### src/rtl/mdu_pkg.sv
// Shared definitions for the RV32M multiply/divide sequencer (mdu_seq).
// funct3 codes, FSM state encoding, default width and the conditional
// two's-complement negate used for the result sign fixup.
package mdu_pkg;

  localparam int MDU_XLEN = 32;
  localparam int MDU_DW   = 2 * MDU_XLEN;

  localparam logic [2:0] F3_MUL    = 3'b000;
  localparam logic [2:0] F3_MULH   = 3'b001;
  localparam logic [2:0] F3_MULHSU = 3'b010;
  localparam logic [2:0] F3_MULHU  = 3'b011;
  localparam logic [2:0] F3_DIV    = 3'b100;
  localparam logic [2:0] F3_DIVU   = 3'b101;
  localparam logic [2:0] F3_REM    = 3'b110;
  localparam logic [2:0] F3_REMU   = 3'b111;

  typedef enum logic [1:0] {
    ST_IDLE = 2'b00,
    ST_BUSY = 2'b01,
    ST_DONE = 2'b10
  } mdu_state_e;

  // Two's-complement negate of a double-width value when neg is set.
  // Narrower words are zero-extended by the caller; the low bits of the
  // negated double word equal the negated narrow word.
  function automatic logic [MDU_DW-1:0] cond_neg(input logic neg,
                                                 input logic [MDU_DW-1:0] val);
    logic [MDU_DW-1:0] res;
    if (neg) begin
      res = ~val + {{(MDU_DW-1){1'b0}}, 1'b1};
    end else begin
      res = val;
    end
    return res;
  endfunction

endpackage

### src/rtl/mdu_iter_core.sv
// Single iteration of the MDU datapath on the 2*XLEN accumulator.
// Multiply: acc = {hi, lo}, add b into hi when lo[0] is set, then shift the
//           whole accumulator right by one (carry enters the top bit).
// Divide:   acc = {rem, quo}, shift left by one, trial-subtract b from the
//           remainder and shift in the quotient bit (restoring scheme).
module mdu_iter_core
  import mdu_pkg::*;
#(
  parameter int XLEN = MDU_XLEN
) (
  input  logic                is_div,
  input  logic [2*XLEN-1:0]   acc,
  input  logic [XLEN-1:0]     b,
  output logic [2*XLEN-1:0]   acc_next
);

  logic [XLEN:0]       sum_s;
  logic [XLEN:0]       part_s;
  logic [2*XLEN-1:0]   mul_next_s;
  logic [XLEN:0]       trial_s;
  logic [XLEN:0]       diff_s;
  logic [2*XLEN-1:0]   div_next_s;

  // One add-shift or subtract-shift step, selected by the operation class.
  always_comb begin
    sum_s      = {1'b0, acc[2*XLEN-1:XLEN]} + {1'b0, b};
    part_s     = {1'b0, acc[2*XLEN-1:XLEN]};
    mul_next_s = {2*XLEN{1'b0}};
    trial_s    = acc[2*XLEN-1:XLEN-1];
    diff_s     = trial_s - {1'b0, b};
    div_next_s = {2*XLEN{1'b0}};

    if (acc[0]) begin
      part_s = sum_s;
    end else begin
      part_s = {1'b0, acc[2*XLEN-1:XLEN]};
    end
    mul_next_s = {part_s, acc[XLEN-1:1]};

    // The trial value stays below 2*b, so bit XLEN of the difference is a
    // clean borrow flag.
    if (!diff_s[XLEN]) begin
      div_next_s = {diff_s[XLEN-1:0], acc[XLEN-2:0], 1'b1};
    end else begin
      div_next_s = {trial_s[XLEN-1:0], acc[XLEN-2:0], 1'b0};
    end

    if (is_div) begin
      acc_next = div_next_s;
    end else begin
      acc_next = mul_next_s;
    end
  end

endmodule

### src/rtl/mdu_seq.sv
// Iterative RV32M multiply/divide sequencer beside the execute stage.
// Latches one M-type operation, runs XLEN shift-add / restoring-divide
// iterations, presents the result for one cycle and stalls the pipeline
// meanwhile. Handles operand signs, divide-by-zero / overflow results and
// flush abort.
// Optional build macro MDU_EARLY_OUT_EN: multiplies with a zero operand and
// DIVU/REMU with op1 < op2 finish in one cycle instead of the full path.
module mdu_seq
  import mdu_pkg::*;
#(
  parameter int XLEN  = MDU_XLEN,
  parameter int CNT_W = $clog2(XLEN) + 1
) (
  input  logic            clk_i,
  input  logic            rst_i,
  input  logic            start_i,
  input  logic            flush_i,
  input  logic [2:0]      funct3_i,
  input  logic [XLEN-1:0] op1_i,
  input  logic [XLEN-1:0] op2_i,
  output logic            busy_o,
  output logic            ready_o,
  output logic [XLEN-1:0] result_o,
  output logic            stallreq_o
);

  mdu_state_e          state_r;
  logic [CNT_W-1:0]    cnt_r;
  logic [2:0]          f3_r;
  logic                neg_r;
  logic [2*XLEN-1:0]   acc_r;
  logic [XLEN-1:0]     b_r;
  logic [XLEN-1:0]     result_r;
  logic                busy_r;
  logic                ready_r;

  logic                op1_signed_s;
  logic                op2_signed_s;
  logic                s1_s;
  logic                s2_s;
  logic [XLEN-1:0]     abs1_s;
  logic [XLEN-1:0]     abs2_s;
  logic                neg_in_s;
  logic                special_s;
  logic [XLEN-1:0]     special_res_s;
  logic [2*XLEN-1:0]   acc_next_s;
  logic [MDU_DW-1:0]   prod_s;
  logic [XLEN-1:0]     quo_rem_s;
  logic [MDU_DW-1:0]   div_fix_s;
  logic [XLEN-1:0]     fix_word_s;
  logic                accept_s;

  localparam logic [XLEN-1:0]  ZERO_W    = {XLEN{1'b0}};
  localparam logic [XLEN-1:0]  ONES_W    = {XLEN{1'b1}};
  localparam logic [XLEN-1:0]  MIN_NEG_W = {1'b1, {(XLEN-1){1'b0}}};
  localparam logic [CNT_W-1:0] CNT_LAST  = CNT_W'(XLEN - 1);

  mdu_iter_core #(
    .XLEN(XLEN)
  ) u_iter (
    .is_div  (f3_r[2]),
    .acc     (acc_r),
    .b       (b_r),
    .acc_next(acc_next_s)
  );

  // Operand signedness, magnitudes and the result sign for the incoming op.
  always_comb begin
    op1_signed_s = 1'b0;
    op2_signed_s = 1'b0;
    case (funct3_i)
      F3_MULH: begin
        op1_signed_s = 1'b1;
        op2_signed_s = 1'b1;
      end
      F3_MULHSU: begin
        op1_signed_s = 1'b1;
        op2_signed_s = 1'b0;
      end
      F3_DIV, F3_REM: begin
        op1_signed_s = 1'b1;
        op2_signed_s = 1'b1;
      end
      default: begin
        op1_signed_s = 1'b0;
        op2_signed_s = 1'b0;
      end
    endcase

    s1_s = op1_signed_s & op1_i[XLEN-1];
    s2_s = op2_signed_s & op2_i[XLEN-1];

    if (s1_s) begin
      abs1_s = ~op1_i + {{(XLEN-1){1'b0}}, 1'b1};
    end else begin
      abs1_s = op1_i;
    end
    if (s2_s) begin
      abs2_s = ~op2_i + {{(XLEN-1){1'b0}}, 1'b1};
    end else begin
      abs2_s = op2_i;
    end

    // Remainder follows the dividend; quotient and products follow the
    // exclusive-or of operand signs.
    if (funct3_i == F3_REM) begin
      neg_in_s = s1_s;
    end else begin
      neg_in_s = s1_s ^ s2_s;
    end
  end

  // Operations whose result is known without iterating.
  always_comb begin
    special_s     = 1'b0;
    special_res_s = ZERO_W;
    if (funct3_i[2] && (op2_i == ZERO_W)) begin
      special_s = 1'b1;
      if (funct3_i[1]) begin
        special_res_s = op1_i;
      end else begin
        special_res_s = ONES_W;
      end
    end else if (funct3_i[2] && !funct3_i[0] &&
                 (op1_i == MIN_NEG_W) && (op2_i == ONES_W)) begin
      special_s = 1'b1;
      if (funct3_i[1]) begin
        special_res_s = ZERO_W;
      end else begin
        special_res_s = MIN_NEG_W;
      end
`ifdef MDU_EARLY_OUT_EN
    end else if (!funct3_i[2] && ((op1_i == ZERO_W) || (op2_i == ZERO_W))) begin
      special_s     = 1'b1;
      special_res_s = ZERO_W;
    end else if (funct3_i[2] && funct3_i[0] && (op1_i < op2_i)) begin
      special_s = 1'b1;
      if (funct3_i[1]) begin
        special_res_s = op1_i;
      end else begin
        special_res_s = ZERO_W;
      end
`endif
    end else begin
      special_s     = 1'b0;
      special_res_s = ZERO_W;
    end
  end

  // Final-iteration word selection with the sign fixup applied.
  always_comb begin
    prod_s = cond_neg(neg_r, MDU_DW'(acc_next_s));
    if (f3_r[1]) begin
      quo_rem_s = acc_next_s[2*XLEN-1:XLEN];
    end else begin
      quo_rem_s = acc_next_s[XLEN-1:0];
    end
    div_fix_s = cond_neg(neg_r, MDU_DW'(quo_rem_s));
    if (f3_r[2]) begin
      fix_word_s = div_fix_s[XLEN-1:0];
    end else if (f3_r[1:0] == 2'b00) begin
      fix_word_s = prod_s[XLEN-1:0];
    end else begin
      fix_word_s = prod_s[2*XLEN-1:XLEN];
    end
  end

  // Stall request: a pending accepted start, or an operation in flight.
  always_comb begin
    accept_s = start_i & ~flush_i;
    if (state_r == ST_BUSY) begin
      stallreq_o = 1'b1;
    end else if (state_r == ST_IDLE) begin
      stallreq_o = accept_s;
    end else begin
      stallreq_o = 1'b0;
    end
  end

  // Sequencer FSM: latch, iterate, present result, abort on flush.
  always_ff @(posedge clk_i or negedge rst_i) begin
    if (!rst_i) begin
      state_r  <= ST_IDLE;
      cnt_r    <= {CNT_W{1'b0}};
      f3_r     <= 3'b000;
      neg_r    <= 1'b0;
      acc_r    <= {2*XLEN{1'b0}};
      b_r      <= ZERO_W;
      result_r <= ZERO_W;
      busy_r   <= 1'b0;
      ready_r  <= 1'b0;
    end else begin
      case (state_r)
        ST_IDLE: begin
          if (accept_s) begin
            f3_r  <= funct3_i;
            neg_r <= neg_in_s;
            acc_r <= {ZERO_W, abs1_s};
            b_r   <= abs2_s;
            cnt_r <= {CNT_W{1'b0}};
            if (special_s) begin
              state_r  <= ST_DONE;
              result_r <= special_res_s;
              busy_r   <= 1'b0;
              ready_r  <= 1'b1;
            end else begin
              state_r <= ST_BUSY;
              busy_r  <= 1'b1;
              ready_r <= 1'b0;
            end
          end else begin
            state_r <= ST_IDLE;
            busy_r  <= 1'b0;
            ready_r <= 1'b0;
          end
        end
        ST_BUSY: begin
          if (flush_i) begin
            state_r <= ST_IDLE;
            busy_r  <= 1'b0;
            ready_r <= 1'b0;
          end else begin
            acc_r <= acc_next_s;
            cnt_r <= cnt_r + {{(CNT_W-1){1'b0}}, 1'b1};
            if (cnt_r == CNT_LAST) begin
              state_r  <= ST_DONE;
              result_r <= fix_word_s;
              busy_r   <= 1'b0;
              ready_r  <= 1'b1;
            end else begin
              state_r <= ST_BUSY;
              busy_r  <= 1'b1;
              ready_r <= 1'b0;
            end
          end
        end
        ST_DONE: begin
          // start_i is ignored here so a still-held instruction cannot restart.
          state_r <= ST_IDLE;
          busy_r  <= 1'b0;
          ready_r <= 1'b0;
        end
        default: begin
          state_r <= ST_IDLE;
          busy_r  <= 1'b0;
          ready_r <= 1'b0;
        end
      endcase
    end
  end

  assign busy_o   = busy_r;
  assign ready_o  = ready_r;
  assign result_o = result_r;

endmodule

### config.mk
export PLATFORM = sky130hd
export DESIGN_NAME = mdu_seq
export DESIGN_NICKNAME = d
export VERILOG_FILES = /design/src/rtl/mdu_pkg.sv /design/src/rtl/mdu_iter_core.sv /design/src/rtl/mdu_seq.sv
export SDC_FILE = /design/constraint.sdc
export NUM_CORES = 1
export LEC_CHECK = 0
export BUFFER_PORTS_ARGS = -buffer_cell sky130_fd_sc_hd__buf_2
export CORE_UTILIZATION = 40
export DETAILED_ROUTE_END_ITERATION = 10
export PLACE_DENSITY = 0.66
export SYNTH_ARGS = -nofsm -noshare
export SYNTH_HDL_FRONTEND = slang
export SYNTH_SLANG_ARGS = --single-unit
### constraint.sdc
create_clock -name clk_i -period 10.47 [get_ports clk_i]
set_input_delay 0.5235 -clock clk_i [delete_from_list [all_inputs] [get_ports clk_i]]
set_output_delay 0.5235 -clock clk_i [all_outputs]
set_load 0.05 [all_outputs]
==> results, run 1 <==
- The flow ran to the end, and the final reports show no timing, DRC or antenna violations.
- The netlist uses 96 different library cells.
- Once the clock tree was built, the resizer swapped 0 gates to a different size.
- Counting every instance in the synthesized netlist gives 2358.
- The deepest level of the CTS H-tree is 4.
- After detailed placement, the total cell area comes to 17900 um2.
- The arrival time at the worst endpoint is 6950 ps.
- For the final routed database, the setup TNS stands at 0 ps.
- The clock tree root driver cell is sky130_fd_sc_hd__clkbuf_16.
- Once layout is done, the placed cells without fillers occupy 18500 um2.
- The number of search-and-repair iterations in the first detailed-routing pass is 6.
- The critical path endpoint category is a register.
- The number of global-route vias before repair came to 18100.
- For this design the static power due to leakage is 0.00762 uW.
- The initial antenna violation count is 0.
- In this run, post-CTS hold repair placed 0 buffers.
- The routed length per placed instance is 24.0 um.
- In this run the vertical extent of the chip is 209 um.
- The worst slew margin relative to its limit is 8.50%.
- The width of the chip is 209 um.
- Subtracting the final worst setup slack from the clock period gives 6600 ps.
- The number of max-cap violations is 0.
- The category of the most critical setup path is reg2reg.
- Setup repair after global routing left no endpoint under its margin.
- At the pin with the least slew margin, the transition time is 1340 ps.
- The final routed wirelength across all metal layers is 69.7 mm.
- The placement row count is 75.
- Clock latency on the worst-skew pair, taken at its later pin, is 470 ps.
- The area added between synthesis and finish is 8.40%.
- The area of the mapped netlist is 17100 um2.
- Buffers added to address setup during post-CTS repair amount to 0.
- Sorting the synthesized cells by area gives the leading types as sky130_fd_sc_hd__dfrtp_1, sky130_fd_sc_hd__o21ai_0, sky130_fd_sc_hd__nand2_1.
- The proportion of layout cells with a drive suffix above 1 is 9.91%.
- The count of nets left with antenna violations once routing finished came out at 0.
- Once detailed placement completed, the half-perimeter wirelength came to 52.6 mm.
- The minimum setup slack among reg-to-reg paths is 3870 ps.
- The mean cell area of the mapped netlist is 7.23 um2.
- The count of antenna diodes in the layout is 0.
- Of the post-synthesis cell area, the dominant cell type holds 20.5%.
- Clock skew on the completed layout was measured at 9.64 ps.
- The launching element type of the critical path is a register.
- In the global route stage, overall resource usage came out at 31.9%.
- Summed over all layers, the global routing overflow is 0.
- The total number of vias is 19200.
- Setup violations remaining at the end of the flow were counted as 0.
- For this design the top-level I/O count stands at 106.
- The first global-routing pass estimated 107 mm of wire.
- The worst min-delay path class is in2async.
- After layout, the worst path uses 63.0% of the clock period.
- Based on the critical path, the design can be clocked at up to 0.152 GHz.
- Clock-pin slew was measured on the worst setup and hold paths at 70 ps.
- The net count of the mapped netlist is 2501.
- VDD sags by at most 211 uV.
- The total of buffers placed on input and output ports is 105.
- The count of clock tree sinks is 140.
- In this run the worst path has a maximum fanout of 61.
- Entering global routing, the biggest net connects 98 pins.
- The hold violation count in the final report is 0.
- The number of register bits inferred by synthesis is 140.
- The number of flops mapped to enable cells by yosys is 0.
- The power density over the cells is 299 nW/um2.
- The final RePlAce weighted congestion is 0.989.
- The detailed router's first-iteration violation count is 2114.
- Counting flops with an async set or reset pin after synthesis yields a share of 100%.
- The detailed-route vias per instance is 6.62.
- The count of pins over their slew limit is 0.
- For this run, the post-layout net count is 2492.
- The initial cell density of the core is 40.6%.
- The count of unresolved DRC violations after routing is 0.
- In this run the deepest clock path goes through 2 buffers.
- The TritonCTS clock tree is yes.
- Once layout is complete, the utilization of the core stands at 44.0%.
- The biggest area contributor in the post-synthesis netlist is sky130_fd_sc_hd__dfrtp_1.
- The number of CTS-inserted buffers is 17.
- The primary flip-flop cell chosen by synthesis mapping is sky130_fd_sc_hd__dfrtp_1.
- The die area is 43500 um2.
- The placeable core region is 42000 um2.
- The sequential-to-total area share from yosys stat is 20.5%.
- The layout filler cell count is 4286.
- For the worst setup path, the data required time is 10820 ps.
- The number of warnings reported in the yosys synthesis log is 0.
==> stage by stage <==
stage / setup WS, ps / power, uW / hold slack (ps) / cells
3_3_place_gp: 4200 / 4730 / 473 / 2869
4_1_cts: 4100 / 5420 / 173 / 2900
3_5_place_dp: 4130 / 4760 / 481 / 2869
2_1_floorplan: 5560 / 3640 / 228 / 2358
6_report: 3870 / 5530 / 145 / 2900
5_1_grt: 3580 / 5900 / 215 / 2900
==> state kept, by name, summed over array words and instances (netlist names) <==
name,flops
state_r,1
b_r,32
ready_o,1
acc_r,64
cnt_r,6
result_o,32
neg_r,1
f3_r,3
==> final timing paths <==
path                               from           end  depth (start not counted)
max                             f3_r[2]  result_o[29]                         13
min in group clk_i          funct3_i[2]       f3_r[2]                          3
max in group asynchronous         rst_i         neg_r                          2
min                               rst_i     acc_r[25]                          1
min reg2reg                result_o[22]  result_o[22]                          2
max reg2reg                     f3_r[2]  result_o[29]                         13
==> power by group <==
| part | internal, uW | leakage (uW) | switching (uW) |
|---|---|---|---|
| logic | 1380 | 0.00552 | 2600 |
| registers | 664 | 0.00182 | 240 |
| clock network | 379 | 0.000282 | 275 |
==> kinds of logic (layout without fill, tap and decap cells) <==
| family | after synthesis | count (layout) | share of synthesized area (%) |
|---|---|---|---|
| buf+inv | 244 | 247 | 5.59 |
| xor+xnor | 136 | 136 | 6.98 |
| mux | 77 | 77 | 4.96 |
| fa+ha+maj | 72 | 72 | 5.37 |
| simple gates | 847 | 847 | 23.8 |
| compound gates | 842 | 842 | 32.7 |
| flops | 140 | 140 | 20.5 |
==> cell type report <==
type | count | area [um2] | share of cell area, %
Multi-Input combinational cell | 1974 | 12700 | 68.5
Sequential cell | 140 | 3510 | 19.0
Timing Repair Buffer | 133 | 742 | 4.01
Tap cell | 539 | 674 | 3.65
Clock buffer | 20 | 447 | 2.42
Inverter | 83 | 312 | 1.68
Clock inverter | 11 | 145 | 0.785
==> metal layers <==
layer	global-route usage (%)	up-vias	part of all wire, %
met5	0	-	0
met4	19.5	0	6.3
met3	4.44	201	7.4
met2	50.2	918	45
met1	41.4	9249	41
li1	-	8818	-
==> placed cells by master, fill, tap and decap left out, types with 26 or more instances in the layout <==
cell type	n
sky130_fd_sc_hd__a211oi_1	26
sky130_fd_sc_hd__o31ai_1	32
sky130_fd_sc_hd__buf_4	28
sky130_fd_sc_hd__xnor2_1	76
sky130_fd_sc_hd__buf_2	104
sky130_fd_sc_hd__a21oi_1	180
sky130_fd_sc_hd__o211ai_1	31
sky130_fd_sc_hd__nand4_1	41
sky130_fd_sc_hd__a21o_1	33
sky130_fd_sc_hd__xor2_1	60
sky130_fd_sc_hd__inv_1	79
sky130_fd_sc_hd__or3_1	39
sky130_fd_sc_hd__nor3_1	75
sky130_fd_sc_hd__nor2_1	196
sky130_fd_sc_hd__nand3_1	56
sky130_fd_sc_hd__ha_1	70
sky130_fd_sc_hd__nand2_1	285
sky130_fd_sc_hd__mux2i_1	53
sky130_fd_sc_hd__dfrtp_1	137
sky130_fd_sc_hd__a31oi_1	40
sky130_fd_sc_hd__o21ai_0	225
==> cell usage after synthesis (26+ instances only) <==
cell / instances
sky130_fd_sc_hd__ha_1: 70
sky130_fd_sc_hd__dfrtp_1: 140
sky130_fd_sc_hd__inv_1: 80
sky130_fd_sc_hd__a21oi_1: 181
sky130_fd_sc_hd__nand4_1: 41
sky130_fd_sc_hd__o211ai_1: 31
sky130_fd_sc_hd__a31oi_1: 40
sky130_fd_sc_hd__o31ai_1: 32
sky130_fd_sc_hd__a21o_1: 33
sky130_fd_sc_hd__nand2_1: 285
sky130_fd_sc_hd__o21ai_0: 225
sky130_fd_sc_hd__mux2i_1: 53
sky130_fd_sc_hd__clkbuf_1: 132
sky130_fd_sc_hd__nand3_1: 56
sky130_fd_sc_hd__a211oi_1: 26
sky130_fd_sc_hd__xor2_1: 60
sky130_fd_sc_hd__xnor2_1: 76
sky130_fd_sc_hd__nor3_1: 76
sky130_fd_sc_hd__or3_1: 39
sky130_fd_sc_hd__nor2_1: 199
==> critical path: stages (launching register included) <==
cell,delay (ps)
sky130_fd_sc_hd__dfrtp_4,880
sky130_fd_sc_hd__buf_4,670
sky130_fd_sc_hd__or3b_2,500
sky130_fd_sc_hd__a21oi_1,200
sky130_fd_sc_hd__nand2_1,140
sky130_fd_sc_hd__or3_1,430
sky130_fd_sc_hd__nor2_1,500
sky130_fd_sc_hd__nand4_1,680
sky130_fd_sc_hd__nor4_4,590
sky130_fd_sc_hd__nand4_1,600
sky130_fd_sc_hd__o41ai_1,600
sky130_fd_sc_hd__xor2_1,130
sky130_fd_sc_hd__o211a_1,230
sky130_fd_sc_hd__o32a_1,280
Power figures use the tool's default switching activity.
==> run 2: changes to the inputs <==
PLACE_DENSITY = 0.69   (was 0.66)
clock period = 5.99 ns   (was 10.47 ns; I/O delays follow)
==> results, run 2 (same netlist as run 1, synthesis figures left out) <==
- The launching point of the worst reg2reg path is acc_r[31].
- The number of global-route vias before repair came to 18000 (-0.92%).
- The global-route met2 utilization is 52.8% (+2.6 points).
- The worst hold margin came to 148 ps (+2.70 ps).
- The met3 track demand over resource is 4.05% (-0.39 points).
- Among the stages of the critical path, the cell type that occurs most often is sky130_fd_sc_hd__inv_1.
- The area added between synthesis and finish is 10.2%.
- The proportion of layout cells with a drive suffix above 1 is 11.3% (+1.3 points).
- The total net switching power is 5520 uW (+77%).
- The family with the most delay on the worst path is compound AO/OA/AOI/OAI gates.
- The global-route usage over all layers is 32.2% (+0.36 points).
- The clock input transition at the sequential cells of the worst setup and hold paths is 70 ps (about the same).
- The critical path buffer and inverter count is 5 (+4).
- The die area is 43500 um2 (unchanged).
- The total of buffers placed on input and output ports is 105 (unchanged).
- The final RePlAce weighted congestion is 0.996 (+0.78%).
- The number of CTS-inserted buffers is 17 (unchanged).
- The detailed-route vias per instance is 6.61 (-0.15%).
- The number of failing setup endpoints in the final timing report came to 0 (unchanged).
- The fraction of met1 tracks used by global routing is 41.9% (+0.48 points).
- The total number of vias was 19400 (+1.1%).
- The achievable clock frequency is 0.174 GHz (+15%).
- The worst-case hold path end point is b_r[1].
- The count of unresolved DRC violations after routing is 0 (unchanged).
- The count of antenna diodes in the layout was 0 (unchanged).
- In the layout the commonest cells are sky130_fd_sc_hd__nand2_1, sky130_fd_sc_hd__o21ai_0, sky130_fd_sc_hd__nor2_1.
- The internal power is 4390 uW (+81%).
- The hold violation count in the final report is 0 (unchanged).
- The deepest level of the CTS H-tree is 4 (unchanged).
- The number of search-and-repair iterations in the first detailed-routing pass came to 6 (unchanged).
- The sum of negative setup slack was 0 ps (unchanged).
- The placeable core region is 42000 um2 (unchanged).
- The final routed wirelength across all metal layers is 71.1 mm (+1.9%).
- The arrival time at the worst endpoint came to 6150 ps (-800 ps).
- The biggest cell delay along the critical path is 460 ps (-420 ps).
- The flow ran to the end, and the final reports show no timing, DRC or antenna violations.
- Traced cell by cell, the critical path runs through inv_1 > ha_1 > inv_1 > fa_1 > a211oi_1 > o211a_1 > or4_1 > a21oi_1 > o2111ai_1 > nand2_1 > inv_1 > ha_1 > inv_1 > or3_1 > o41ai_1 > buf_4 > and4_1 > a211oi_1 > a31oi_1 > o2111ai_1 > a41oi_1.
- Setup repair after global routing left no endpoint under its margin.
- The width of the chip was 209 um (unchanged).
- The worst min-delay path class is in2reg.
- The I/O pin total came to 106 (unchanged).
- The worst slew margin relative to its limit is 14.8% (+6.3 points).
- The clock tree buffer depth was 2 (unchanged).
- The routed length per placed instance is 24.2 um (+0.65%).
- acc_r holds more flip-flops than any other register.
- The detailed router's first-iteration violation count is 2190 (+3.6%).
- The worst-case vdd ir drop is 339 uV (+61%).
- The number of flip-flops under the largest register name is 64 (unchanged).
- The count of nets left with antenna violations after detail routing was 0 (unchanged).
- The die outline height is 209 um (unchanged).
- The power density over the cells is 527 nW/um2 (+76%).
- The count of pins over their slew limit is 0 (unchanged).
- The leakage power is 0.00782 uW (+2.6%).
- The share of the clock period used by the worst path after layout is 96.2% (+33 points).
- The number of stages on the worst setup path was 21 (+8).
- Along the worst hold path, the cell count comes to 3.
- The TritonCTS clock tree is yes.
- The share of total power in the clock network is 12.2% (+0.4 points).
- The largest net degree at the start of global routing came to 65 (-34%).
- The measured slew at the worst slew-check pin is 1280 ps (-62.9 ps).
- The overflow left after global routing was 0 (unchanged).
- The initial cell density of the core is 40.6% (unchanged).
- The relative contribution of combinational cells to total power is 72.0% (about the same).
- The share of power burned in registers is 15.8% (-0.5 points).
- The placement row count was 75 (unchanged).
- The worst hold path begins at op2_i[1].
- The insertion delay of the later-clocked pin in the worst-skew pair is 480 ps (about the same).
- The root buffer cell chosen for the clock tree is sky130_fd_sc_hd__clkbuf_16.
- The switching share of power is 55.7% (-0.55 points).
- The number of buffers inserted to repair setup after CTS was 0 (unchanged).
- The critical path is of the reg2reg type.
- The largest fanout of any net on the critical path was 8 (-87%).
- The final worst clock skew came to 18.1 ps (+8.47 ps).
- The initial antenna violation count is 0 (unchanged).
- The worst reg2reg path depth came to 21 (+8).
- Leaving out fill and tap cells, the most frequent cell in the layout is sky130_fd_sc_hd__nand2_1.
- The critical path required time was 6380 ps (-4440 ps).
- The standard cell with the maximum stage delay on the critical path is sky130_fd_sc_hd__ha_1.
- The number of max-cap violations is 0 (unchanged).
- The final critical-path required period is 5760 ps (-837 ps).
- The layout net count is 2528 (+1.4%).
- The count of clock tree sinks was 140 (unchanged).
- The critical path endpoint category is a register.
- The capture point of the worst reg-to-reg path is result_o[24].
- The wire length of the first global-routing pass is 108 mm (+0.86%).
- The minimum setup slack among reg-to-reg paths was 230 ps (-3640 ps).
- The routing layer with the top usage in global route is met2.
- The HPWL reported at the end of detailed placement is 54.3 mm (+3.2%).
- The launching element type of the critical path is a register.
==> run 2: cell count changes in the layout (fill, tap and decap cells not counted), sizes merged <==
| cell | change |
|---|---|
| buf | +35 |
| clkinvlp | -2 |
| inv | +2 |
| bufinv | +1 |
| dlygate4sd3 | +1 |
==> run 2: area by class of cell <==
class,instances,area (um2)
multi-input combinational,1974,12700
sequential,140,3510
tap,539,674
clock buffer,20,447
inverter,83,312
timing repair buffer,169,1010
clock inverter,12,185
fill,4360,23200
==> run 2: how the worst max path moves through the flow <==
stage / from / slack (ps) / endpoint
after CTS: acc_r[31] / 340 / result_o[31]
final: acc_r[31] / 230 / result_o[24]
after global routing: acc_r[31] / 10 / result_o[31]
after global placement: acc_r[31] / 510 / result_o[31]
after floorplan: acc_r[31] / 1080 / result_o[28]
after detailed placement: acc_r[31] / 420 / result_o[31]
==> run 2: metal layers <==
layer	vias to the layer above	part of all wire, %	wire [um]
li1	8884	-	-
met1	9359	41	29200
met2	971	47	33100
met3	188	7.3	5180
met4	0	5.0	3540
met5	-	0	0
==> run 2: power by group through the flow <==
stage          Sequential (uW)  Combinational [uW]  Clock [uW]
5_1_grt                   1590                7660        1260
2_1_floorplan             1380                4970           0
6_report                  1560                7130        1210
4_1_cts                   1560                6930        1220
3_3_place_gp              1560                6860           0
3_5_place_dp              1570                6900           0
==> run 2: worst reg2reg max path: cells and delay by family, from the launching register on <==
family / cells / cell delay, ps
flip-flops: 1 / 400
adder cells (fa/ha/maj): 3 / 1100
AO/OA/AOI/OAI: 9 / 2260
AND/OR/NAND/NOR: 4 / 1230
buffers and inverters: 5 / 720
==> run 2: repair_timing <==
action | 4_1_cts | 5_1_grt
gates resized for setup | 0 | 0
hold buffers | 1 | 0
endpoints found under the hold margin | 51 | 0
==> run 2: per-stage QoR <==
stage	total power, uW	setup WS (ps)	cell area [um2]	std cells	util [%]
after global placement	8420	508	18200	2904	43.2
after CTS	9710	343	18800	2937	44.7
final	9910	227	18800	2937	44.7
after detailed placement	8470	423	18200	2904	43.2
after global routing	10500	13.5	18800	2937	44.7
after floorplan	6360	1080	17100	2358	-
